==> src/rtl/poscalc_ds.sv <==
// poscalc_ds: delta-over-sum beam-position calculator.
//
// Takes one set of four unsigned button amplitudes (A, B, C, D) and produces
// the normalised X, Y and Q (skew) positions as signed Q1.FRAC values, plus
// the full-precision sum. One restoring divider is time-shared across X, Y
// and Q, so every set takes the same number of cycles.
//
// Ports:
//   clk_i          system clock
//   rst_i          synchronous active-high reset
//   val_i          amplitude set valid strobe (accepted only while rdy_o=1)
//   data_a_i..d_i  unsigned amplitudes, DATAIN_WIDTH each
//   sum_thres_i    minimum valid sum, sampled together with the amplitudes
//   rdy_o          high while idle
//   data_x_o/y/q   signed positions, DATAOUT_WIDTH each
//   data_sum_o     A+B+C+D
//   val_o          one-cycle pulse when the outputs are refreshed
//   below_thres_o  last result had sum < threshold or sum == 0
//   ovf_o          sticky: val_i arrived while busy (cleared only by reset)
module poscalc_ds #(
  parameter int DATAIN_WIDTH  = 16,
  parameter int DATAOUT_WIDTH = 16,
  parameter int SUM_WIDTH     = DATAIN_WIDTH + 2
) (
  input  logic                     clk_i,
  input  logic                     rst_i,
  input  logic                     val_i,
  input  logic [DATAIN_WIDTH-1:0]  data_a_i,
  input  logic [DATAIN_WIDTH-1:0]  data_b_i,
  input  logic [DATAIN_WIDTH-1:0]  data_c_i,
  input  logic [DATAIN_WIDTH-1:0]  data_d_i,
  input  logic [SUM_WIDTH-1:0]     sum_thres_i,
  output logic                     rdy_o,
  output logic [DATAOUT_WIDTH-1:0] data_x_o,
  output logic [DATAOUT_WIDTH-1:0] data_y_o,
  output logic [DATAOUT_WIDTH-1:0] data_q_o,
  output logic [SUM_WIDTH-1:0]     data_sum_o,
  output logic                     val_o,
  output logic                     below_thres_o,
  output logic                     ovf_o
);

  localparam int FRAC      = DATAOUT_WIDTH - 1;
  localparam int CNT_WIDTH = $clog2(DATAOUT_WIDTH + 1);
  localparam int REM_WIDTH = SUM_WIDTH + 1;

  typedef enum logic [2:0] {
    IDLE,
    SUM,
    DIV_X,
    DIV_Y,
    DIV_Q,
    OUT
  } state_t;

  state_t state, state_nxt;

  // Captured inputs
  logic [DATAIN_WIDTH-1:0] a, b, c, d;
  logic [SUM_WIDTH-1:0]    thres;

  // Registered sum stage
  logic [SUM_WIDTH-1:0]    s;
  logic [SUM_WIDTH-1:0]    ny, nq;
  logic                    neg_x;
  logic                    z;

  // Divider
  logic [REM_WIDTH-1:0]     rem;
  logic [DATAOUT_WIDTH-1:0] quo;
  logic [CNT_WIDTH-1:0]     cnt;

  // Finished lanes waiting for the common output update
  logic [DATAOUT_WIDTH-1:0] res_x, res_y;

  // Sum-stage arithmetic
  logic [SUM_WIDTH-1:0] sum_ad, sum_bc, sum_ab, sum_cd, sum_ac, sum_bd;
  logic [SUM_WIDTH-1:0] sum_all, nx_c, ny_c, nq_c;

  always_comb begin
    sum_ad  = SUM_WIDTH'(a) + SUM_WIDTH'(d);
    sum_bc  = SUM_WIDTH'(b) + SUM_WIDTH'(c);
    sum_ab  = SUM_WIDTH'(a) + SUM_WIDTH'(b);
    sum_cd  = SUM_WIDTH'(c) + SUM_WIDTH'(d);
    sum_ac  = SUM_WIDTH'(a) + SUM_WIDTH'(c);
    sum_bd  = SUM_WIDTH'(b) + SUM_WIDTH'(d);
    sum_all = sum_ad + sum_bc;
    // Two's-complement differences; each pair sum is below 2^(SUM_WIDTH-1)
    nx_c    = sum_ad - sum_bc;
    ny_c    = sum_ab - sum_cd;
    nq_c    = sum_ac - sum_bd;
  end

  // One restoring step: quotient bit, then shift the partial remainder.
  logic                     ge;
  logic [REM_WIDTH-1:0]     rem_sub;
  logic [REM_WIDTH-1:0]     rem_nxt;
  logic [DATAOUT_WIDTH-1:0] quo_nxt;
  logic                     last;

  always_comb begin
    ge      = (rem >= {1'b0, s});
    rem_sub = ge ? (rem - {1'b0, s}) : rem;
    // rem_sub < s, so its MSB is always clear and the shift loses nothing
    rem_nxt = {rem_sub[REM_WIDTH-2:0], 1'b0};
    quo_nxt = {quo[DATAOUT_WIDTH-2:0], ge};
    last    = (cnt == CNT_WIDTH'(DATAOUT_WIDTH - 1));
  end

  function automatic logic [SUM_WIDTH-1:0] mag(input logic [SUM_WIDTH-1:0] v);
    return v[SUM_WIDTH-1] ? ('0 - v) : v;
  endfunction

  // Quotient MSB set means |N| == S; clamp to the largest positive code so
  // the most negative code is never produced after negation.
  function automatic logic [DATAOUT_WIDTH-1:0] to_pos(
    input logic [DATAOUT_WIDTH-1:0] q,
    input logic                     neg,
    input logic                     zero
  );
    logic [DATAOUT_WIDTH-1:0] m;
    m = q[DATAOUT_WIDTH-1] ? {1'b0, {FRAC{1'b1}}} : q;
    if (zero) begin
      return '0;
    end
    return neg ? ('0 - m) : m;
  endfunction

  // State register
  always_ff @(posedge clk_i) begin
    if (rst_i) begin
      state <= IDLE;
    end else begin
      state <= state_nxt;
    end
  end

  // Next state and ready
  always_comb begin
    state_nxt = state;
    rdy_o     = 1'b0;
    case (state)
      IDLE: begin
        rdy_o = 1'b1;
        if (val_i) begin
          state_nxt = SUM;
        end
      end
      SUM:   state_nxt = DIV_X;
      DIV_X: if (last) state_nxt = DIV_Y;
      DIV_Y: if (last) state_nxt = DIV_Q;
      DIV_Q: if (last) state_nxt = OUT;
      OUT:   state_nxt = IDLE;
      default: state_nxt = IDLE;
    endcase
  end

  // Datapath
  always_ff @(posedge clk_i) begin
    if (rst_i) begin
      a             <= '0;
      b             <= '0;
      c             <= '0;
      d             <= '0;
      thres         <= '0;
      s             <= '0;
      ny            <= '0;
      nq            <= '0;
      neg_x         <= 1'b0;
      z             <= 1'b0;
      rem           <= '0;
      quo           <= '0;
      cnt           <= '0;
      res_x         <= '0;
      res_y         <= '0;
      data_x_o      <= '0;
      data_y_o      <= '0;
      data_q_o      <= '0;
      data_sum_o    <= '0;
      below_thres_o <= 1'b0;
      val_o         <= 1'b0;
      ovf_o         <= 1'b0;
    end else begin
      val_o <= 1'b0;

      if (val_i && (state != IDLE)) begin
        ovf_o <= 1'b1;
      end

      case (state)
        IDLE: begin
          if (val_i) begin
            a     <= data_a_i;
            b     <= data_b_i;
            c     <= data_c_i;
            d     <= data_d_i;
            thres <= sum_thres_i;
          end
        end

        SUM: begin
          s     <= sum_all;
          ny    <= ny_c;
          nq    <= nq_c;
          neg_x <= nx_c[SUM_WIDTH-1];
          z     <= (sum_all == '0) || (sum_all < thres);
          rem   <= {1'b0, mag(nx_c)};
          quo   <= '0;
          cnt   <= '0;
        end

        DIV_X, DIV_Y, DIV_Q: begin
          rem <= rem_nxt;
          quo <= quo_nxt;
          cnt <= cnt + CNT_WIDTH'(1);
          if (last) begin
            quo <= '0;
            cnt <= '0;
            case (state)
              DIV_X: begin
                res_x <= to_pos(quo_nxt, neg_x, z);
                rem   <= {1'b0, mag(ny)};
              end
              DIV_Y: begin
                res_y <= to_pos(quo_nxt, ny[SUM_WIDTH-1], z);
                rem   <= {1'b0, mag(nq)};
              end
              default: begin
                // Outputs are loaded on the edge entering OUT so that they
                // are already valid during the OUT cycle alongside val_o.
                data_x_o      <= res_x;
                data_y_o      <= res_y;
                data_q_o      <= to_pos(quo_nxt, nq[SUM_WIDTH-1], z);
                data_sum_o    <= s;
                below_thres_o <= z;
                val_o         <= 1'b1;
              end
            endcase
          end
        end

        default: ;
      endcase
    end
  end

endmodule

==> config.mk <==
export PLATFORM = sky130hd
export DESIGN_NAME = poscalc_ds
export DESIGN_NICKNAME = d
export VERILOG_FILES = /design/src/rtl/poscalc_ds.sv
export SDC_FILE = /design/constraint.sdc
export NUM_CORES = 1
export LEC_CHECK = 0
export CORE_ASPECT_RATIO = 0.6
export CORE_MARGIN = 10
export CORE_UTILIZATION = 55
export CTS_BUF_LIST = sky130_fd_sc_hd__clkbuf_2
export DETAILED_ROUTE_END_ITERATION = 7
export PLACE_DENSITY_LB_ADDON = 0.05
export SLEW_MARGIN = 20
export SYNTH_ARGS = -nofsm -noshare
export SYNTH_HDL_FRONTEND = slang
export SYNTH_SLANG_ARGS = --single-unit
==> constraint.sdc <==
create_clock -name clk_i -period 4.68 [get_ports clk_i]
set_clock_uncertainty 0.1 [all_clocks]
set_input_delay 0.936 -clock clk_i [delete_from_list [all_inputs] [get_ports clk_i]]
set_output_delay 0.936 -clock clk_i [all_outputs]
set_load 0.01 [all_outputs]
==> run_results.csv, run 1 <==
group,metric,value,unit
flow_run,maxCapViolations,0,
floorplanning,fp-row-count,52,
yosys,syn_area,19000,µm²
hold_path,hold_class,"primary input to flop",
timing,worst_slew_pin_slew,1.24,ns
status,status,"finished with violations",
place,dpl.hpwl,49.7,mm
yosys,seq_area_frac_synth,29.6,%
yosys,synth_cells,2444,
timing,tns,-3.45,ns
clock_network,cts_hold_buf,0,
status,violations,"setup timing",
floorplanning,start_util,56.1,%
drt,vias,19000,
clock_network,cts_root_buffer,"clkbuf_2",
grt,grt_pass1_vias,18100,
clock_network,htreeDepth,3,
yosys,synth_cell_types,83,
clock_network,cts.clk_slew.worst_paths,0.11,ns
finish,num-fill-cells,2870,
finish,final_cell_area,23900,µm²
grt,grt_pass1_wl,99.7,mm
finish,area_growth,25.6,%
grt,grt-ovfl-total,0,
drt,vias_per_cell,5.75,
floorplanning,die_y,164,µm
finish,nNetsFinal,3079,
timing,setup_viol,19,
clock_network,cts.sinks,281,
drt,wire_per_inst,19.5,µm
place,gp_congestion,0.967,
timing,final_hold_viol_count,0,
yosys,synth_edf_count,0,
power,vdd_drop_max,0.000294,V
clock_network,cts_made_buffers,68,
drt,routed_wl,64.3,mm
critical_path,worst_ep_arrival_time,5.75,ns
critical_path,required,5.46,ns
clock_network,cts_tree,"built",
power,p_total,10.5,mW
yosys,synthArstFlopShare,0,%
yosys,yosys_register_bits,281,
timing,final.min_clock_period,4.96,ns
drt,drt_first_iter_violations,1879,
yosys,synth_area_leaders,"dfxtp_1 (30%), nand2_1 (9.7%), ha_1 (9.1%)",
critical_path,crit_type,"flop to flop",
timing,finalCritPeriodShare,106,%
grt,antenna_found_initial,3,
finish,multi_input_area,13000,µm²
drt,drt_first_pass_iters,6,
yosys,yosys_warnings,0,
critical_path,worst_setup_path_start_kind,"flop",
floorplanning,core,33900,µm²
power,leakage,9.71,nW
finish,drive_above_1_share,17.4,%
place,port_buffers,154,
place,place_area,22100,µm²
critical_path,path_max_fanout,7,
yosys,syn_nets,2737,
timing,drv_slew,0,
drt,drc,0,
floorplanning,die_w,260,µm
power,powerDensity,438,nW/µm²
yosys,yosys.area.top_type_share,29.6,%
yosys,synth_top_area_cell,"dfxtp_1",
grt,grtUsageTotal,29.4,%
critical_path,end_kind,"flop",
yosys,ys.flop_type,"dfxtp_1",
timing,setup_ws,-0.281,ns
clock_network,clock_path_buffers,3,
timing,slew_headroom,17.1,%
grt,grt_max_degree,86,
floorplanning,pin_count,155,
drt,drtAntennaViolNets,0,
timing,grt_setup_unrepaired,"yes",
timing,clock.fmax,202,MHz
clock_network,clkLatencyLatePin,1.02,ns
floorplanning,dieArea,42700,µm²
timing,hold_slack,0.230,ns
yosys,synth_area_per_cell,7.78,µm²
finish,regArea,5640,µm²
flip-flops by register name (all words and copies together), names as in the netlist, 18 cells and up:
| name | flops |
|---|---|
| thres | 18 |
| s | 18 |
| nq | 18 |
| data_sum_o | 18 |
| ny | 18 |
| rem | 19 |
final timing paths:
kind,from,endpoint,slack (ns),cells past startpoint
max,a[1]$_SDFFE_PP0P_,rem[10]$_SDFFE_PP0P_,-0.28,24
min,rst_i,res_y[2]$_SDFFE_PP0P_,0.23,2
max reg2reg,a[1]$_SDFFE_PP0P_,rem[10]$_SDFFE_PP0P_,-0.28,24
min reg2reg,res_x[4]$_SDFFE_PP0P_,data_x_o[4]$_SDFFE_PP0P_,0.34,2
worst max-delay path, stage by stage, from the launching register on:
cell	delay [ns]
dfxtp_2	0.35
ha_4	0.23
a21o_1	0.16
a21oi_2	0.18
nand2b_4	0.16
a21boi_4	0.06
o311a_1	0.31
o21a_1	0.20
o21a_1	0.22
o211a_1	0.24
o21a_1	0.21
o21a_1	0.23
nor2_2	0.20
ha_4	0.16
buf_4	0.14
nor3_2	0.05
a211o_1	0.35
a221oi_4	0.30
buf_12	0.17
buf_4	0.11
buf_8	0.12
o31ai_1	0.08
xnor2_1	0.14
o21ai_0	0.10
a211oi_1	0.26
routing by layer:
| metal | track usage [%] | vias to the layer above | wire length (µm) |
|---|---|---|---|
| met2 | 40.9 | 832 | 25900 |
| met1 | 42.2 | 9040 | 29800 |
| met3 | 11.1 | 81 | 7650 |
| li1 | - | 9026 | - |
| met5 | 0 | - | 0 |
| met4 | 6.26 | 0 | 930 |
repair_timing:
| action | in CTS | in global routing |
|---|---|---|
| setup endpoints to repair | 20 | 38 |
| cloned | 0 | 0 |
| gates resized for setup | 71 | 99 |
| setup buffers | 27 | 14 |
| pin swaps | 69 | 79 |
final cells by class:
type | count | share of cell area (%)
inverters | 160 | 2.52
multi-input cells | 1887 | 54.4
repair buffers | 388 | 14.1
flip-flops and latches | 281 | 23.6
diodes | 4 | 0.0419
clock buffers | 97 | 2.03
clock inverters | 24 | 0.880
well taps | 459 | 2.40
synthesized netlist by cell type (12+ instances only):
library cell,instances
a211oi_1,19
a21o_1,30
a21oi_1,289
a221oi_1,12
a22oi_1,29
clkbuf_1,97
dfxtp_1,281
fa_1,69
ha_1,139
inv_1,160
nand2_1,490
nand2b_1,24
nand3_1,32
nor2_1,169
nor2b_1,21
nor3_1,64
o21a_1,19
o21ai_0,108
o22ai_1,18
o31ai_1,14
or3_1,13
xnor2_1,95
xor2_1,68
logic make-up (layout without fill, tap and decap cells):
group | after synthesis | in the layout | synth area share (%)
buffers and inverters | 276 | 669 | 5.96
XOR/XNOR | 163 | 163 | 7.50
other | 0 | 4 | 0
multiplexers | 5 | 5 | 0.276
adder cells (fa/ha/maj) | 210 | 210 | 16.5
AO/OA/AOI/OAI | 618 | 618 | 19.6
flip-flops | 281 | 281 | 29.6
AND/OR/NAND/NOR | 891 | 891 | 20.6
cell usage in the layout (no fill, tap or decap), types with 9 or more instances in the layout:
cell             Yosys  routed
o21bai_1            11      10
buf_4                0     223
clkinv_1             0      17
clkdlybuf4s50_1      0     153
nand2_1            490     487
nand3_1             32      28
dfxtp_1            281     273
a21o_1              30      30
nor2_1             169     165
fa_1                69      66
a22oi_1             29      29
o21ai_1              4      18
nor2b_1             21      18
inv_2                0       9
o22ai_1             18      17
ha_1               139     127
nor3_1              64      59
nand2b_1            24      23
or3_1               13      12
a21oi_2              0      17
o21ai_2              0      10
xor2_1              68      62
a211oi_1            19      15
inv_1              160     150
o21ai_0            108      84
a21oi_1            289     271
o21a_1              19      19
o31ai_1             14      11
xnor2_1             95      87
clkbuf_2             0      97
where the power goes:
part	switching (mW)	leakage, nW	internal, mW
clock	1.09	0.499	0.784
combinational	3.24	6.92	2.60
sequential	0.202	2.29	2.55
total	4.54	9.71	5.93
through the flow:
stage | worst slack, ns | std cells | utilization, %
CTS | -0.257 | 3283 | 68.8
detailed placement | -0.519 | 3135 | 65.3
global placement | -0.365 | 3135 | 65.3
finish | -0.281 | 3300 | 70.5
global route | -0.458 | 3299 | 70.5
floorplan | -0.0332 | 2444 | -
Note: power is estimated with default switching activity, not from simulation.
==> run 2, diff against run 1 <==
--- a/config.mk
+++ b/config.mk
@@ -10,7 +10,7 @@
 export CORE_UTILIZATION = 55
 export CTS_BUF_LIST = sky130_fd_sc_hd__clkbuf_2
 export DETAILED_ROUTE_END_ITERATION = 7
-export PLACE_DENSITY_LB_ADDON = 0.05
+export PLACE_DENSITY = 0.76
 export SLEW_MARGIN = 20
 export SYNTH_ARGS = -nofsm -noshare
 export SYNTH_HDL_FRONTEND = slang
==> run 2 against run 1 <==
Effect of this change: the flow still finishes with violations (setup timing); utilization is 0.47 points lower; via count is 0.17% higher; register-to-register slack worse by 0.04 ns; clock-buffer cell count is 7 lower; critical path type unchanged; largest power group unchanged; highest routed layer is now met5.
==> run_results.csv, run 2 (same netlist as run 1, synthesis figures left out) <==
group,metric,value,unit
drt,drtAntennaViolNets,0,
power,vdd_drop_max,0.000210,V
clock_network,cts.sinks,281,
drt,routed_wl,62.8,mm
drt,vias,19000,
floorplanning,start_util,56.1,%
critical_path,r2r-end,"z$_SDFFE_PP0P_",
floorplanning,core,33900,µm²
floorplanning,dieArea,42700,µm²
hold_path,hold_class,"primary input to flop",
drt,wire_per_inst,19.2,µm
clock_network,cts_root_buffer,"clkbuf_2",
critical_path,worst_setup_path_start_kind,"flop",
grt,grt_pass1_wl,97.4,mm
critical_path,worst_ep_arrival_time,5.80,ns
flow_run,maxCapViolations,0,
floorplanning,pin_count,155,
timing,grt_setup_unrepaired,"yes",
critical_path,r2r_cells,24,
status,violations,"setup timing",
timing,setup_ws,-0.324,ns
floorplanning,fp-row-count,52,
finish,area_growth,24.7,%
place,dpl.hpwl,47.6,mm
grt,grtUsageTotal,28.4,%
critical_path,rrSetupSlack,-0.32,ns
critical_path,cp-endpoint,"z$_SDFFE_PP0P_",
drt,vias_per_cell,5.83,
finish,largest_register_ffs,19,
clock_network,cts_tree,"built",
drt,drt_first_pass_iters,6,
timing,finalCritPeriodShare,107,%
place,port_buffers,154,
status,status,"finished with violations",
grt,grt_max_degree,137,
timing,setup_viol,18,
finish,regMostFlops,"rem",
clock_network,clkLatencyLatePin,1.02,ns
timing,slew_headroom,19.1,%
drt,drt_first_iter_violations,2165,
grt,grt-ovfl-total,0,
timing,drv_slew,0,
grt,antenna_found_initial,3,
critical_path,path_max_fanout,3,
floorplanning,die_y,164,µm
clock_network,cts_made_buffers,69,
clock_network,cts.clk_slew.worst_paths,0.12,ns
timing,clock.fmax,200,MHz
timing,worst_slew_pin_slew,1.21,ns
finish,mostFrequentLayoutCells,"nand2_1 (484), a21oi_1 (274), dfxtp_1 (271)",
finish,layout_commonest_cell,"nand2_1",
grt,grt_pass1_vias,18100,
finish,stdcell_count,3261,
clock_network,htreeDepth,3,
timing,hold_slack,0.221,ns
place,gp_congestion,0.970,
finish,num-fill-cells,2788,
clock_network,clock_path_buffers,3,
timing,final_hold_viol_count,0,
place,placed_cells,3115,
critical_path,end_kind,"flop",
critical_path,r2r-start,"a[0]$_SDFFE_PP0P_",
power,leakage,9.58,nW
timing,final.min_clock_period,5.00,ns
drt,drc,0,
power,powerDensity,424,nW/µm²
critical_path,required,5.48,ns
finish,drive_above_1_share,17.0,%
critical_path,crit_type,"flop to flop",
place,post-place-ws,-0.501,ns
floorplanning,die_w,260,µm
critical_path,crit_start,"a[0]$_SDFFE_PP0P_",
finish,nNetsFinal,3047,
==> run 2: report_power, final <==
group / switching [mW] / internal (mW)
Combinational: 3.09 / 2.45
Sequential: 0.194 / 2.55
Clock: 1.10 / 0.694
Total: 4.39 / 5.69
==> run 2: metal layers <==
layer  vias up  track usage (%)  routed length, µm
met5         -             1.27                 65
met4         2             7.55               1230
met1      9053             40.5              28100
li1       8977                -                  -
met2       871             40.0              25700
met3       109             9.43               7580
==> run 2: critical path, cell delays in order (launching register included) <==
cell	delay [ns]
dfxtp_2	0.35
ha_4	0.16
buf_6	0.11
a21o_1	0.16
a21oi_2	0.19
nand2b_4	0.15
a21boi_2	0.06
o311a_1	0.33
o21a_1	0.21
o21a_1	0.22
o211a_1	0.24
o21a_1	0.23
o21a_2	0.26
o311ai_4	0.28
ha_4	0.27
o21ai_4	0.08
nor3_2	0.07
mux2_4	0.27
a21oi_4	0.18
inv_2	0.07
ha_4	0.28
nand3_2	0.07
or3b_4	0.38
o21ai_2	0.11
nand3_1	0.07
==> run 2: worst min-delay path by stage <==
stage / startpoint / endpoint / slack (ns) / cells after the start
global placement: cnt[4]$_SDFFE_PP0P_ / cnt[4]$_SDFFE_PP0P_ / 0.33 / 2
finish: rst_i / quo[13]$_SDFFE_PP0P_ / 0.22 / 2
floorplan: cnt[4]$_SDFFE_PP0P_ / cnt[4]$_SDFFE_PP0P_ / 0.32 / 2
global route: rst_i / quo[13]$_SDFFE_PP0P_ / 0.19 / 2
CTS: rst_i / quo[13]$_SDFFE_PP0P_ / 0.17 / 2
detailed placement: data_x_o[7]$_SDFFE_PP0P_ / data_x_o[7]$_SDFFE_PP0P_ / 0.34 / 2
==> run 2: through the flow <==
| step | total power, mW | instance area [µm²] | TNS (ns) | util, % |
|---|---|---|---|---|
| after CTS | 9.54 | 23000 | -2.31 | 67.9 |
| after floorplan | 6.02 | 19100 | -0.0332 | - |
| after global routing | 10.7 | 23700 | -6.02 | 70.0 |
| final | 10.1 | 23700 | -3.25 | 70.0 |
| after global placement | 7.45 | 22000 | -3.17 | 64.9 |
| after detailed placement | 7.58 | 22000 | -5.02 | 64.9 |
==> run 2: layout make-up <==
type                       instances  area, µm²  area share (%)
tap                              459        574            2.42
clock inverter                    27        194           0.817
antenna                            2       5.00          0.0211
sequential                       281       5640            23.8
multi-input combinational       1887      13100            55.3
timing repair buffer             355       3130            13.2
clock buffer                      90        450            1.90
inverter                         160        606            2.55
==> run 2: what timing repair did <==
| action | 4_1_cts | 5_1_grt |
|---|---|---|
| setup endpoints to repair | 18 | 36 |
| pin swaps | 54 | 85 |
| buffers inserted | 17 | 14 |
| cloned | 0 | 0 |
| gates resized for setup | 67 | 129 |
| hold buffers | 0 | 0 |
